`config.mk`:
```
export PLATFORM = sky130hd
export DESIGN_NAME = ssm_head_scheduler
export DESIGN_NICKNAME = d
export VERILOG_FILES = /design/src/rtl/ssm_head_scheduler.sv
export SDC_FILE = /design/constraint.sdc
export NUM_CORES = 1
export LEC_CHECK = 0
export CAP_MARGIN = 25
export CORE_AREA = 2 2 64 66
export DETAILED_ROUTE_END_ITERATION = 10
export DIE_AREA = 0 0 66 68
export HOLD_SLACK_MARGIN = 0.05
export PLACE_DENSITY = 0.79
export SKIP_CTS_REPAIR_TIMING = 1
export SYNTH_ARGS = -nofsm -noshare
export SYNTH_HDL_FRONTEND = slang
export SYNTH_SLANG_ARGS = --single-unit
```
`constraint.sdc`:
```
create_clock -name clk -period 4.6 [get_ports clk]
set_input_delay 1.15 -clock clk [delete_from_list [all_inputs] [get_ports clk]]
set_output_delay 1.15 -clock clk [all_outputs]
set_load 0.005 [all_outputs]
```
`src/rtl/ssm_head_scheduler.sv`:
```
// ssm_head_scheduler
// Per-token sequencer for the FP16 SSM core. For every accepted step it walks
// heads 0..H-1: load operands, pulse the core start, wait for core done, store
// h_next/y. A core that never finishes is abandoned after TIMEOUT wait cycles
// and flagged through a sticky error.
//
// Ports:
//   clk, rst              clock, synchronous active-high reset
//   step_valid/step_ready token step handshake (ready only while idle)
//   ld_req/ld_head/ld_ack operand load request, head index, completion
//   core_start/core_head  one-cycle start pulse and head for the SSM core
//   core_done             core completion (only observed while waiting)
//   st_req/st_head/st_ack result store request, head index, completion
//   step_done             one-cycle pulse after the last head is stored
//   busy                  high whenever a step is in progress
//   err_timeout           sticky core-hang flag, cleared on the next accept
//   tok_count             completed-step counter, wraps modulo 2^TW
module ssm_head_scheduler #(
  parameter int H       = 4,
  parameter int HEAD_W  = 2,
  parameter int TIMEOUT = 1024,
  parameter int TW      = 16
) (
  input  logic              clk,
  input  logic              rst,
  input  logic              step_valid,
  output logic              step_ready,
  output logic              ld_req,
  output logic [HEAD_W-1:0] ld_head,
  input  logic              ld_ack,
  output logic              core_start,
  output logic [HEAD_W-1:0] core_head,
  input  logic              core_done,
  output logic              st_req,
  output logic [HEAD_W-1:0] st_head,
  input  logic              st_ack,
  output logic              step_done,
  output logic              busy,
  output logic              err_timeout,
  output logic [TW-1:0]     tok_count
);

  localparam int CW = $clog2(TIMEOUT);
  localparam logic [HEAD_W-1:0] HEAD_ZERO = HEAD_W'(0);
  localparam logic [HEAD_W-1:0] HEAD_ONE  = HEAD_W'(1);
  localparam logic [HEAD_W-1:0] HEAD_LAST = HEAD_W'(H - 1);
  localparam logic [CW-1:0]     TCNT_ZERO = CW'(0);
  localparam logic [CW-1:0]     TCNT_ONE  = CW'(1);
  localparam logic [CW-1:0]     TCNT_LAST = CW'(TIMEOUT - 1);
  localparam logic [TW-1:0]     TOK_ZERO  = TW'(0);
  localparam logic [TW-1:0]     TOK_ONE   = TW'(1);

  typedef enum logic [2:0] {
    IDLE  = 3'd0,
    LOAD  = 3'd1,
    START = 3'd2,
    WAIT  = 3'd3,
    STORE = 3'd4,
    DONE  = 3'd5
  } state_t;

  state_t            state_r, state_s;
  logic [HEAD_W-1:0] head_r, head_s;
  logic [CW-1:0]     tcnt_r, tcnt_s;
  logic              err_r, err_s;
  logic [TW-1:0]     tok_r, tok_s;

  logic step_ready_r, ld_req_r, core_start_r, st_req_r, step_done_r, busy_r;

  // Next-state, head, timeout counter, error and token counter updates.
  always_comb begin
    state_s = state_r;
    head_s  = head_r;
    tcnt_s  = tcnt_r;
    err_s   = err_r;
    tok_s   = tok_r;
    case (state_r)
      IDLE: begin
        if (step_valid) begin
          head_s  = HEAD_ZERO;
          err_s   = 1'b0;
          state_s = LOAD;
        end else begin
          state_s = IDLE;
        end
      end
      LOAD: begin
        if (ld_ack) begin
          state_s = START;
        end else begin
          state_s = LOAD;
        end
      end
      START: begin
        // core_done is deliberately not looked at here
        tcnt_s  = TCNT_ZERO;
        state_s = WAIT;
      end
      WAIT: begin
        tcnt_s = tcnt_r + TCNT_ONE;
        // done has priority over an expiring timeout in the same cycle
        if (core_done) begin
          state_s = STORE;
        end else if (tcnt_r == TCNT_LAST) begin
          err_s   = 1'b1;
          state_s = IDLE;
        end else begin
          state_s = WAIT;
        end
      end
      STORE: begin
        if (st_ack) begin
          if (head_r == HEAD_LAST) begin
            state_s = DONE;
          end else begin
            head_s  = head_r + HEAD_ONE;
            state_s = LOAD;
          end
        end else begin
          state_s = STORE;
        end
      end
      DONE: begin
        tok_s   = tok_r + TOK_ONE;
        state_s = IDLE;
      end
      default: begin
        state_s = IDLE;
      end
    endcase
  end

  // State registers plus output flags registered from the upcoming state.
  always_ff @(posedge clk) begin
    if (rst) begin
      state_r      <= IDLE;
      head_r       <= HEAD_ZERO;
      tcnt_r       <= TCNT_ZERO;
      err_r        <= 1'b0;
      tok_r        <= TOK_ZERO;
      step_ready_r <= 1'b1;
      ld_req_r     <= 1'b0;
      core_start_r <= 1'b0;
      st_req_r     <= 1'b0;
      step_done_r  <= 1'b0;
      busy_r       <= 1'b0;
    end else begin
      state_r      <= state_s;
      head_r       <= head_s;
      tcnt_r       <= tcnt_s;
      err_r        <= err_s;
      tok_r        <= tok_s;
      step_ready_r <= (state_s == IDLE);
      ld_req_r     <= (state_s == LOAD);
      core_start_r <= (state_s == START);
      st_req_r     <= (state_s == STORE);
      step_done_r  <= (state_s == DONE);
      busy_r       <= (state_s != IDLE);
    end
  end

  assign step_ready  = step_ready_r;
  assign ld_req      = ld_req_r;
  assign ld_head     = head_r;
  assign core_start  = core_start_r;
  assign core_head   = head_r;
  assign st_req      = st_req_r;
  assign st_head     = head_r;
  assign step_done   = step_done_r;
  assign busy        = busy_r;
  assign err_timeout = err_r;
  assign tok_count   = tok_r;

endmodule

```
==> metrics.yaml, run 1 <==
hold_start: "tcnt_r[1]"
stdcell_count: 283
worstSetupEndpointType: "output port"
synth_area_per_cell_um2: 8.80
start_util: 0.468
hold_viol: 0
drive_above_1_share: 0.0601
p_per_area_nw_per_um2: 284
vias_per_cell: 5.43
synth_flop_cell: "dfxtp_1"
slew_viol_final: 0
r2r_start: "state_r[0]"
crit_required_ns: 3.45
core_area_um2: 3860
synth.yosys.warnings: 0
routed_wl_mm: 3.74
rsz0062_at_grt: "false"
seq_area_frac_synth: 0.422
die_w_um: 66
slew_headroom: 0.570
io_pins: 35
min_to: "tcnt_r[1]"
drtIter0Drc: 97
portBuffers: 34
antenna_left: 0
rrSetupSlack_ns: 2.50
dr_total_vias: 1537
nNetsFinal: 241
worstPathArrival_ns: 1.34
avgRoutedWirePerCell_um: 13.2
cts.sinks: 38
rows: 23
die_h_um: 68
finalSetupViolCount: 0
skew_ns: 0.00464
grt_max_degree: 27
first_global_vias: 1439
netlist_instances: 205
path_cells: "clkdlybuf4s50_1"
cp-startpoint: "tok_count[2]"
dieArea_um2: 4490
period_minus_slack_ns: 2.49
worst-r2r-cell-count: 4
max-vdd-ir-drop_uv: 157
htreeDepth: 2
firstDrtPassIters: 4
power.leakage_nw: 0.800
antenna_found_initial: 0
outcome: "completed"
clk_latency_ns: 0.29
r2r_end: "tok_count[15]"
drc: 0
syn-cell-area_um2: 1800
hold-path-cell-count: 2
slowest_stage: "clkdlybuf4s50_1"
place_inst: 275
hp-class: "reg2reg"
timing.hold.ws_ns: 0.483
crit_family: "buffers and inverters"
grt_usage: 0.186
antennaDiodeCount: 0
async_reset_ff_frac: 0
final_cell_mix: "dfxtp_1 (38), clkdlybuf4s50_1 (34), nor2_1 (30)"
fin_crit_sh: 0.542
synth_area_leaders: "dfxtp_1 (42%), nor2_1 (6.2%), xor2_1 (4.4%)"
fin_util: 0.576
syn_nets: 214
gp_congestion: 0.814
tightest_slew_ns: 0.645
cap_violations: 0
worst_setup_path_start_kind: "flop"
grt_pass1_wl_mm: 6.34
area_growth_pct: 23.2
synth_top_cell_area_share: 0.422
grt-ovfl-total: 0
mostFrequentLayoutCell: "dfxtp_1"
yosysUniqueCellTypes: 45
cp_slowest_stage_delay_ns: 0.57
cp_max_fo: 7
cts_tree: "done"
crit_buf_inv: 1
setup_tns_ns: 0
cts_made_buffers: 5
hpwl_mm: 2.64
ys_seq_elements: 38
fmax_mhz: 401
clockRootBuffer: "clkbuf_8"
path_class: "reg2out"
cts.clk_slew.worst_paths_ns: 0.07
cts.path.max_buffers: 2
synth_top_area_cell: "dfxtp_1"
synth_edf_count: 0
state kept, by name, summed over array words and instances (netlist names):
| signal | flops |
|---|---|
| tcnt_r | 10 |
| st_req | 1 |
| state_r | 3 |
| tok_count | 16 |
| err_timeout | 1 |
| ld_req | 1 |
| step_done | 1 |
| core_head | 2 |
| step_ready | 1 |
| busy | 1 |
| core_start | 1 |
per-layer routing:
metal | global-route usage | routed length, µm
met2 | 0.311 | 1810
met4 | 0.105 | 85
met3 | 0.0362 | 96
met5 | 0 | 0
met1 | 0.225 | 1750
worst max-delay path by stage:
stage                     cells after the start           end
after floorplan                               4          busy
after global routing                          1  tok_count[2]
final                                         1  tok_count[2]
after CTS                                     1  tok_count[2]
after global placement                        5          busy
after detailed placement                      5          busy
cells by family after synthesis:
| group | Yosys count | share of synthesized area |
|---|---|---|
| AOI/OAI and AO/OA | 33 | 0.121 |
| xor gates and xnor gates | 16 | 0.0777 |
| adders and majority gates | 3 | 0.0208 |
| buffers and inverters | 19 | 0.0541 |
| DFF | 38 | 0.422 |
| muxes | 4 | 0.0243 |
| and+or+nand+nor | 92 | 0.280 |
through the flow:
step | total power [mW] | area (µm²) | setup WS (ns)
2_1_floorplan | 0.385 | 1800 | 2.44
3_3_place_gp | 0.402 | 2130 | 1.90
3_5_place_dp | 0.403 | 2130 | 1.89
4_1_cts | 0.636 | 2220 | 2.09
5_1_grt | 0.657 | 2220 | 2.07
6_report | 0.631 | 2220 | 2.11
synth_stat cells (2+ instances only):
| library cell | count |
|---|---|
| nor2_1 | 30 |
| mux2_2 | 3 |
| buf_2 | 3 |
| dfxtp_1 | 38 |
| nand4_1 | 6 |
| or3_1 | 3 |
| buf_4 | 4 |
| nor2b_1 | 4 |
| and4b_1 | 2 |
| nor3b_1 | 3 |
| xor2_1 | 9 |
| and3_1 | 3 |
| inv_1 | 4 |
| o31ai_1 | 2 |
| clkbuf_1 | 5 |
| xnor2_1 | 7 |
| a21oi_1 | 10 |
| or2_2 | 2 |
| nand2_1 | 10 |
| nor3_1 | 4 |
| nand2b_1 | 2 |
| nand3b_1 | 2 |
| or4_1 | 2 |
| a311oi_1 | 2 |
| and4_1 | 4 |
| a22oi_1 | 2 |
| a31oi_1 | 2 |
| nand3_1 | 8 |
| a21o_1 | 2 |
| nor4b_1 | 2 |
| buf_1 | 2 |
| ha_1 | 3 |
| o21ai_0 | 6 |
| nor4_1 | 3 |
power breakdown:
part	leakage, nW	internal [mW]	switching (mW)
clock	0.0482	0.121	0.114
sequential	0.307	0.335	0.0109
combinational	0.444	0.0261	0.0239
total	0.800	0.482	0.149
area by class of cell:
class	count	area [µm²]
fillers	353	1630
multi-input cells	148	945
flip-flops and latches	38	761
repair buffers	35	348
clock buffers	7	86.3
well taps	50	62.6
inverters	4	15.0
clock inverters	1	5.00
Power figures use the tool's default switching activity.
==> run 2, diff against run 1 <==
--- a/config.mk
+++ b/config.mk
@@ -6,11 +6,11 @@
 export NUM_CORES = 1
 export LEC_CHECK = 0
 export CAP_MARGIN = 25
-export CORE_AREA = 2 2 64 66
+export CORE_AREA = 2 2 66 68
 export DETAILED_ROUTE_END_ITERATION = 10
-export DIE_AREA = 0 0 66 68
+export DIE_AREA = 0 0 68 70
 export HOLD_SLACK_MARGIN = 0.05
-export PLACE_DENSITY = 0.79
+export PLACE_DENSITY = 0.78
 export SKIP_CTS_REPAIR_TIMING = 1
 export SYNTH_ARGS = -nofsm -noshare
 export SYNTH_HDL_FRONTEND = slang
==> constraint.sdc (replaced) <==
create_clock -name clk -period 2.1 [get_ports clk]
set_input_delay 0.525 -clock clk [delete_from_list [all_inputs] [get_ports clk]]
set_output_delay 0.525 -clock clk [all_outputs]
set_load 0.005 [all_outputs]
==> run 2 against run 1 <==
  * Critical path depth up 1
  * Clock power rose to 2.6 times the previous value
  * Sequential share of layout area down 0.94 points
  * Design area up 2.8%
  * Largest cell class unchanged
  * Clock-buffer cell count down 2
  * Combinational power rose to 2.7 times the previous value
  * Sequential power up 110%
  * First-iteration DRC count down 10%
  * Largest power group unchanged
  * Wire length down 2.6%
  * Utilization down 2.5 points
==> metrics.yaml, run 2 (same netlist as run 1, synthesis figures left out) <==
htreeDepth: 2  # unchanged
clk_latency_ns: 0.29  # about the same
drc: 0  # unchanged
fmax_mhz: 552
sw_frac_of_total: 0.228  # -0.00867
power_mw: 1.49  # +140%
timing.hold.ws_ns: 0.477  # -0.00593 ns
firstDrtPassIters: 4  # unchanged
avgRoutedWirePerCell_um: 12.6  # -4.6%
rrSetupSlack_ns: 0.37  # -2.13 ns
cts.sinks: 38  # unchanged
slew_headroom: 0.684  # +0.114
crit_family: "buffers and inverters"
tightest_slew_ns: 0.474  # -0.171 ns
skew_ns: 0.00189  # -0.00275 ns
antennaDiodeCount: 0  # unchanged
rsz0062_at_grt: "false"
gp_congestion: 0.867  # +6.6%
drtIter0Drc: 87  # -10%
crit_required_ns: 1.57  # -1.88 ns
mostFrequentLayoutCell: "dfxtp_1"
seq_area_um2: 761  # unchanged
period_minus_slack_ns: 1.81
drive_above_1_share: 0.0802  # +0.0201
outcome: "completed"
worstSetupEndpointType: "output port"
hold_start: "tcnt_r[1]"
grt-ovfl-total: 0  # unchanged
die_h_um: 70  # +2.9%
cts_tree: "done"
worst_setup_path_start_kind: "flop"
fin_crit_sh: 0.862
hold-path-cell-count: 2  # unchanged
dieArea_um2: 4760  # +6.1%
final_cell_mix: "dfxtp_1 (38), clkdlybuf4s50_1 (34), nor2_1 (30)"
slew_viol_final: 0  # unchanged
fin_util: 0.551  # -0.0249
min_to: "tcnt_r[1]"
slowest_stage: "clkdlybuf4s50_1"
grt_pass1_wl_mm: 6.22  # -1.9%
path_class: "reg2out"
core_area_um2: 4140  # +7.5%
cts.path.max_buffers: 2  # unchanged
path_cells: "buf_4, clkdlybuf4s50_1"
hpwl_mm: 2.60  # -1.5%
power.leakage_nw: 0.836  # +4.5%
cts_made_buffers: 5  # unchanged
cp_slowest_stage_delay_ns: 0.50  # -0.07 ns
crit_buf_inv: 2  # +1
clockRootBuffer: "clkbuf_8"
pwr-share-seq: 0.500  # -0.048
hp-class: "reg2reg"
max-vdd-ir-drop_uv: 485  # +210%
start_util: 0.435  # -0.0325
cp_max_fo: 6  # -1
finalSetupViolCount: 0  # unchanged
cap_violations: 0  # unchanged
grt_usage: 0.167  # -0.0185
routed_wl_mm: 3.64  # -2.6%
netSwitchingPower_uw: 339  # +130%
r2r_end: "tok_count[15]"
dr_total_vias: 1542  # +0.33%
rows: 24  # +4.3%
nNetsFinal: 245  # +1.7%
setup_tns_ns: 0  # unchanged
vias_per_cell: 5.34  # -1.8%
p_clk_frac: 0.411  # +0.038
cts.clk_slew.worst_paths_ns: 0.07  # about the same
largest_register_ffs: 16  # unchanged
die_w_um: 68  # +3.0%
area_growth_pct: 26.7
hold_viol: 0  # unchanged
grt_max_degree: 33  # +22%
worstPathArrival_ns: 1.29  # -0.05 ns
r2r_start: "state_r[2]"
combPwrFrac: 0.090  # +0.011
p_int_mw: 1.15  # +140%
io_pins: 35  # unchanged
portBuffers: 34  # unchanged
multiInputGateArea_um2: 945  # unchanged
first_global_vias: 1421  # -1.3%
worst-r2r-cell-count: 4  # unchanged
fillers: 392  # +11%
antenna_found_initial: 0  # unchanged
p_per_area_nw_per_um2: 651  # +130%
antenna_left: 0  # unchanged
==> run 2: cell types whose count changed in the layout (fill, tap and decap cells not counted) <==
cell,delta
buf_4,+3
buf_12,+1
bufinv_16,+1
clkbuf_1,-1
clkbuf_8,-1
clkinv_2,+1
==> run 2: power groups by stage <==
stage / sequential (mW) / combinational, mW / clock [mW]
after global routing: 0.744 / 0.148 / 0.650
after CTS: 0.742 / 0.134 / 0.629
after floorplan: 0.757 / 0.0862 / 0
after global placement: 0.759 / 0.132 / 0
after detailed placement: 0.759 / 0.133 / 0
final: 0.743 / 0.134 / 0.610
==> run 2: metal layers <==
| metal | share of wire | track usage |
|---|---|---|
| met5 | 0 | 0 |
| met4 | 0.018 | 0.0711 |
| met3 | 0.051 | 0.0386 |
| met2 | 0.48 | 0.264 |
| met1 | 0.45 | 0.214 |
==> run 2: metrics by stage <==
stage	setup WS (ns)	instances	area [µm²]
final	0.289	289	2280
after global routing	0.214	289	2280
after CTS	0.281	289	2280
after detailed placement	0.00220	281	2180
after global placement	0.0620	281	2180
after floorplan	0.413	205	1800
==> run 2: cell type report <==
cell class / instances / area share
clock buffer: 5 / 0.0301
sequential: 38 / 0.333
multi-input combinational: 148 / 0.413
tap: 52 / 0.0285
inverter: 4 / 0.00657
timing repair buffer: 39 / 0.171
clock inverter: 3 / 0.0175
==> run 2: worst register-to-register path, cell delays in order (launching register included) <==
cell	delay [ns]
dfxtp_1	0.43
nand3b_4	0.13
or2_1	0.36
nor4_1	0.34
mux2_2	0.37
==> run 2: worst max path at each step <==
stage          slack (ns)    startpoint  cells after the start             to
2_1_floorplan        0.41    state_r[1]                      6  tok_count[15]
3_3_place_gp         0.06    step_valid                      5           busy
3_5_place_dp        0.002    step_valid                      5           busy
4_1_cts              0.28  tok_count[2]                      2   tok_count[2]
5_1_grt              0.21    step_valid                      5           busy
6_report             0.29  tok_count[2]                      2   tok_count[2]
==> variant 1 (settings of run 2) <==
Encoding of `state_t`: now one-hot (6 bits for 6 states).
--- a/src/rtl/ssm_head_scheduler.sv
+++ b/src/rtl/ssm_head_scheduler.sv
@@ -52,9 +52,9 @@
 
-  typedef enum logic [2:0] {
-    IDLE  = 3'd0,
-    LOAD  = 3'd1,
-    START = 3'd2,
-    WAIT  = 3'd3,
-    STORE = 3'd4,
-    DONE  = 3'd5
+  typedef enum logic [5:0] {
+    IDLE  = 6'b000001,
+    LOAD  = 6'b000010,
+    START = 6'b000100,
+    WAIT  = 6'b001000,
+    STORE = 6'b010000,
+    DONE  = 6'b100000
   } state_t;
Formal check against the unedited RTL: same outputs for any inputs over 10 cycles, from zero or initial values and one cycle with rst high; not proved beyond that.
==> variant 1 against run 2 <==
  * Power grew 5.5%
  * Wire length rose by 23%
  * Core utilization increased by 5.3 points
  * Synthesized area rose by 6.5%
  * Sequential power rose by 6.9%
  * Cell count is 9.3% higher
  * Sequential cell count increased by 3
  * Setup slack lost 0.22 ns
  * Die area did not move
  * Final area up 9.6%
  * Critical path type is now reg -> reg
  * Critical endpoint is now busy
==> variant 1: results (changes against run 2) <==
- Status: finished, final reports clean
- Yosys warning count: 0 (unchanged)
- Detailed placer's ending HPWL: 3110 µm (+20%)
- Ys flop type: dfxtp_1
- Total track usage: 20.6% (+3.9 points)
- Clock group share of total power: 42.0% (+0.9 points)
- Unique masters post-synth: 41 (-8.9%)
- R2R depth: 4 (unchanged)
- Initial antenna violation count: 0 (unchanged)
- Routed vias/inst: 5.89 (+10%)
- Inserted Clock Buffers: 5 (unchanged)
- Clock tree root buffer cell: clkbuf_8
- Max FFs per register: 16 (unchanged)
- DP Area: 2370 µm² (+9.1%)
- Async SR Flop Fraction: 0% (unchanged)
- Diode count: 0 (unchanged)
- Worst-path fanout max: 7 (+1)
- Commonest cells in the netlist: dfxtp_1, a21oi_1, nor2_1, nand2_1, nand3_1
- Psw: 0.336 mW (-0.75%)
- CTS Buffer Depth: 2 (unchanged)
- Hold/Removal Path Class: reg -> reg
- Pre-antenna DRT Iters: 5 (+1)
- Sequential Power Share: 50.6% (+0.6 points)
- Synth area leaders: dfxtp_1, a21oi_1, or4_1, nor2_1, nand3_1
- First-pass GRT wire length: 7650 µm (+23%)
- Least-Margin Pin Slew: 0.390 ns (-0.0837 ns)
- Clk pin slew, worst setup/hold paths: approximately 0.08 ns
- H-tree levels: 2 (unchanged)
- Worst EP arrival: 2.22 ns (+0.93 ns)
- Clk_lat worst skew: 0.29 ns (about the same)
- Layout cells sized above 1: 12.5% (+4.5 points)
- I/O Buffers: 34 (unchanged)
- Static Leak: 0.787 nW (-5.9%)
- Vias in the first global route: 1686 (+19%)
- Peak VDD IR: 0.480 mV (-1.1%)
- Syn nets: 229 (+7.0%)
- Gp weighted congestion: 0.841 (-3.1%)
- Hold Path Depth: 2 (unchanged)
- Clock skew: 0.00929 ns (+0.00740 ns)
- Overall power: 1.57 mW (+5.5%)
- DRT iter0 DRCs: 140 (+61%)
- Largest net degree at the start of global routing: 23 (-30%)
- DRT Wirelength: 4470 µm (+23%)
- NumNets Final: 272 (+11%)
- Sequential fraction of the synthesis area: 42.7% (+0.54 points)
- # fillers: 365 (-6.9%)
[variant 1: cell types whose count changed after synthesis, moves of 5 or more]
cell / change
nand2b_1: +6
or4_1: +8
xor2_1: -7
a21oi_1: +8
o31ai_1: +5
nor2_1: -13
[variant 1: worst paths after layout]
check | from | end | slack, ns
setup reg to reg | state_r[1] | busy | 0.07
hold reg to reg | err_timeout | err_timeout | 0.46
setup / recovery | state_r[1] | busy | 0.07
hold / removal | err_timeout | err_timeout | 0.46
[variant 1: cell type report]
type / count / area, µm² / share of cell area, %
well taps: 52 / 65.1 / 2.60
repair buffers: 51 / 468 / 18.7
multi-input cells: 160 / 1020 / 40.6
flip-flops and latches: 41 / 823 / 32.9
inverters: 4 / 15.0 / 0.600
clock buffers: 7 / 86.3 / 3.45
clock inverters: 1 / 30.0 / 1.20
[variant 1: kinds of logic after synthesis]
group / synth area share [%]
and+or+nand+nor: 30.0
AOI/OAI and AO/OA: 17.2
DFF: 42.7
buffers and inverters: 4.95
xor gates and xnor gates: 3.19
adders and majority gates: 1.95
[variant 1: per-stage QoR]
stage                     setup TNS (ns)  cells  worst slack (ns)
after detailed placement               0    308            0.0290
after global placement                 0    308            0.0768
after global routing                   0    316            0.0282
final                                  0    316            0.0689
after floorplan                  -0.0399    220           -0.0101
after CTS                              0    316            0.0101
[variant 1: critical path, cell delays in order (launching register included)]
cell and delay (ns):
dfxtp_2 0.35, or4_1 0.54, or2_2 0.34, or4_4 0.54, nor2b_1 0.15
[variant 1: layer usage]
layer	track usage (%)	vias to the layer above	wire length (µm)
met1	28.5	888	2070
met4	6.67	0	68
li1	-	914	-
met2	30.9	50	2090
met5	0	-	0
met3	5.64	9	234
==> variant 2 (config.mk and constraints of run 2) <==
Made on the original files. Set the parameter `HEAD_W` to 3 (it was 2).
--- a/src/rtl/ssm_head_scheduler.sv
+++ b/src/rtl/ssm_head_scheduler.sv
@@ -19,3 +19,3 @@
   parameter int H       = 4,
-  parameter int HEAD_W  = 2,
+  parameter int HEAD_W  = 3,
   parameter int TIMEOUT = 1024,
Ports: changed (resized core_head, ld_head and st_head); port bits go from 35 to 38. The function was not compared with the original's and may differ.
==> variant 2 against run 2 <==
  * Maximum frequency shrank 8.8%
  * Highest routed layer unchanged
  * Critical path type is now reg -> reg
  * Power grew 2.6%
  * Synthesized area grew 4.6%
  * Critical endpoint is now tok_count[10]
  * Final area grew 6.4%
  * Wire length grew 8.6%
  * Sequential cell count grew 1
  * Synthesized cell count grew 5.9%
  * Critical path depth grew 3
  * Hold slack gained 0.022 ns
  * Setup slack lost 0.18 ns
  * Cell count grew 6.2%
  * Sequential share of layout area shrank 1.2 points
==> variant 2: results (changes against run 2) <==
- Status: finished, final reports clean
- Detailed placer's ending HPWL: 2640 µm (+1.7%)
- NumNets Final: 264 (+7.8%)
- Max FFs per register: 16 (unchanged)
- Worst EP arrival: 2.21 ns (+0.92 ns)
- Layout cells sized above 1: 11.4% (+3.4 points)
- Syn nets: 227 (+6.1%)
- Peak VDD IR: 0.463 mV (-4.6%)
- Synth area leaders: dfxtp_1, a21oi_1, nor2_1, nand3_1, ha_1
- Inserted Clock Buffers: 5 (unchanged)
- Clock skew: 0.00598 ns (+0.00409 ns)
- Routed len/inst: 12.9 µm (+2.2%)
- Yosys warning count: 0 (unchanged)
- Net Sw Frac: 22.8% (+0.024 points)
- Sequential fraction of the synthesis area: 41.4% (-0.79 points)
- First-pass GRT wire length: 6850 µm (+10%)
- I/O Buffers: 37 (+8.8%)
- Commonest cells in the netlist: dfxtp_1, nor2_1, a21oi_1, nand3_1, o21ai_0
- Initial antenna violation count: 0 (unchanged)
- Least-Margin Pin Slew: 0.445 ns (-0.0284 ns)
- # fillers: 382 (-2.6%)
- Unique masters post-synth: 48 (+6.7%)
- Largest net degree at the start of global routing: 36 (+9.1%)
- Clock tree root buffer cell: clkbuf_8
- Vias in the first global route: 1598 (+12%)
- CTS Buffer Depth: 2 (unchanged)
- Routed vias/inst: 5.38 (+0.91%)
- Static Leak: 0.889 nW (+6.4%)
- Die area: 4760 µm² (unchanged)
- Slowest stage cell, crit path: or4b_1
- Storage cell area: 781 µm² (+2.6%)
- Crit path largest cell delay: 0.57 ns (+0.07 ns)
- DP Area: 2310 µm² (+6.3%)
- Gp weighted congestion: 0.796 (-8.3%)
- CP delay by family, top: simple AND/OR/NAND/NOR gates
- DRT iter0 DRCs: 81 (-6.9%)
- Worst-path fanout max: 7 (+1)
- Total track usage: 18.7% (+2.0 points)
-- variant 2: cell count changes after synthesis, moves of 5 or more --
cell,before,now
a21oi_1,10,19
nand2_1,10,5
nor2_1,30,25
or3_1,3,8
xor2_1,9,4
-- variant 2: cell type report --
cell class                      count  area share (%)
Clock buffer                        5            2.83
Clock inverter                      3            1.80
Inverter                            7            1.08
Multi-Input combinational cell    155            41.0
Sequential cell                    39            32.1
Tap cell                           52            2.68
Timing Repair Buffer               46            18.5
-- variant 2: power groups by stage --
| stage | Sequential, mW | Combinational, mW | Clock [mW] |
|---|---|---|---|
| after detailed placement | 0.780 | 0.134 | 0 |
| after global routing | 0.764 | 0.150 | 0.671 |
| after global placement | 0.779 | 0.132 | 0 |
| after floorplan | 0.777 | 0.0754 | 0 |
| final | 0.762 | 0.137 | 0.627 |
| after CTS | 0.762 | 0.137 | 0.640 |
-- variant 2: path summary, 6_finish.rpt --
path,start,end,slack [ns],depth (start not counted)
max,tok_count[0],tok_count[10],0.11,5
min,tcnt_r[9],tcnt_r[9],0.50,2
max reg2reg,tok_count[0],tok_count[10],0.11,5
min reg2reg,tcnt_r[9],tcnt_r[9],0.50,2
-- variant 2: worst min-delay path: stages (launching register included) --
cell and delay (ns):
dfxtp_1 0.32, o21ai_0 0.07, a21oi_1 0.06
-- variant 2: per-layer routing --
layer | vias up | track usage, % | part of all wire (%)
met5 | - | 0 | 0
met4 | 0 | 6.67 | 2.1
met3 | 8 | 5.31 | 4.1
met2 | 33 | 30.9 | 49
met1 | 774 | 22.7 | 45
li1 | 838 | - | -
-- variant 2: cell families after synthesis --
kind of cell | synth area share [%]
adder cells (fa/ha/maj) | 2.65
flip-flops | 41.4
AND/OR/NAND/NOR | 30.2
multiplexers | 3.38
AO/OA/AOI/OAI | 13.1
XOR/XNOR | 3.25
buffers and inverters | 6.04
-- variant 2: stage by stage --
stage	std cells	worst slack, ns	setup TNS [ns]
global placement	299	-0.0943	-0.243
CTS	307	0.130	0
detailed placement	299	-0.115	-0.332
floorplan	217	0.271	0
global route	307	0.0171	0
finish	307	0.113	0
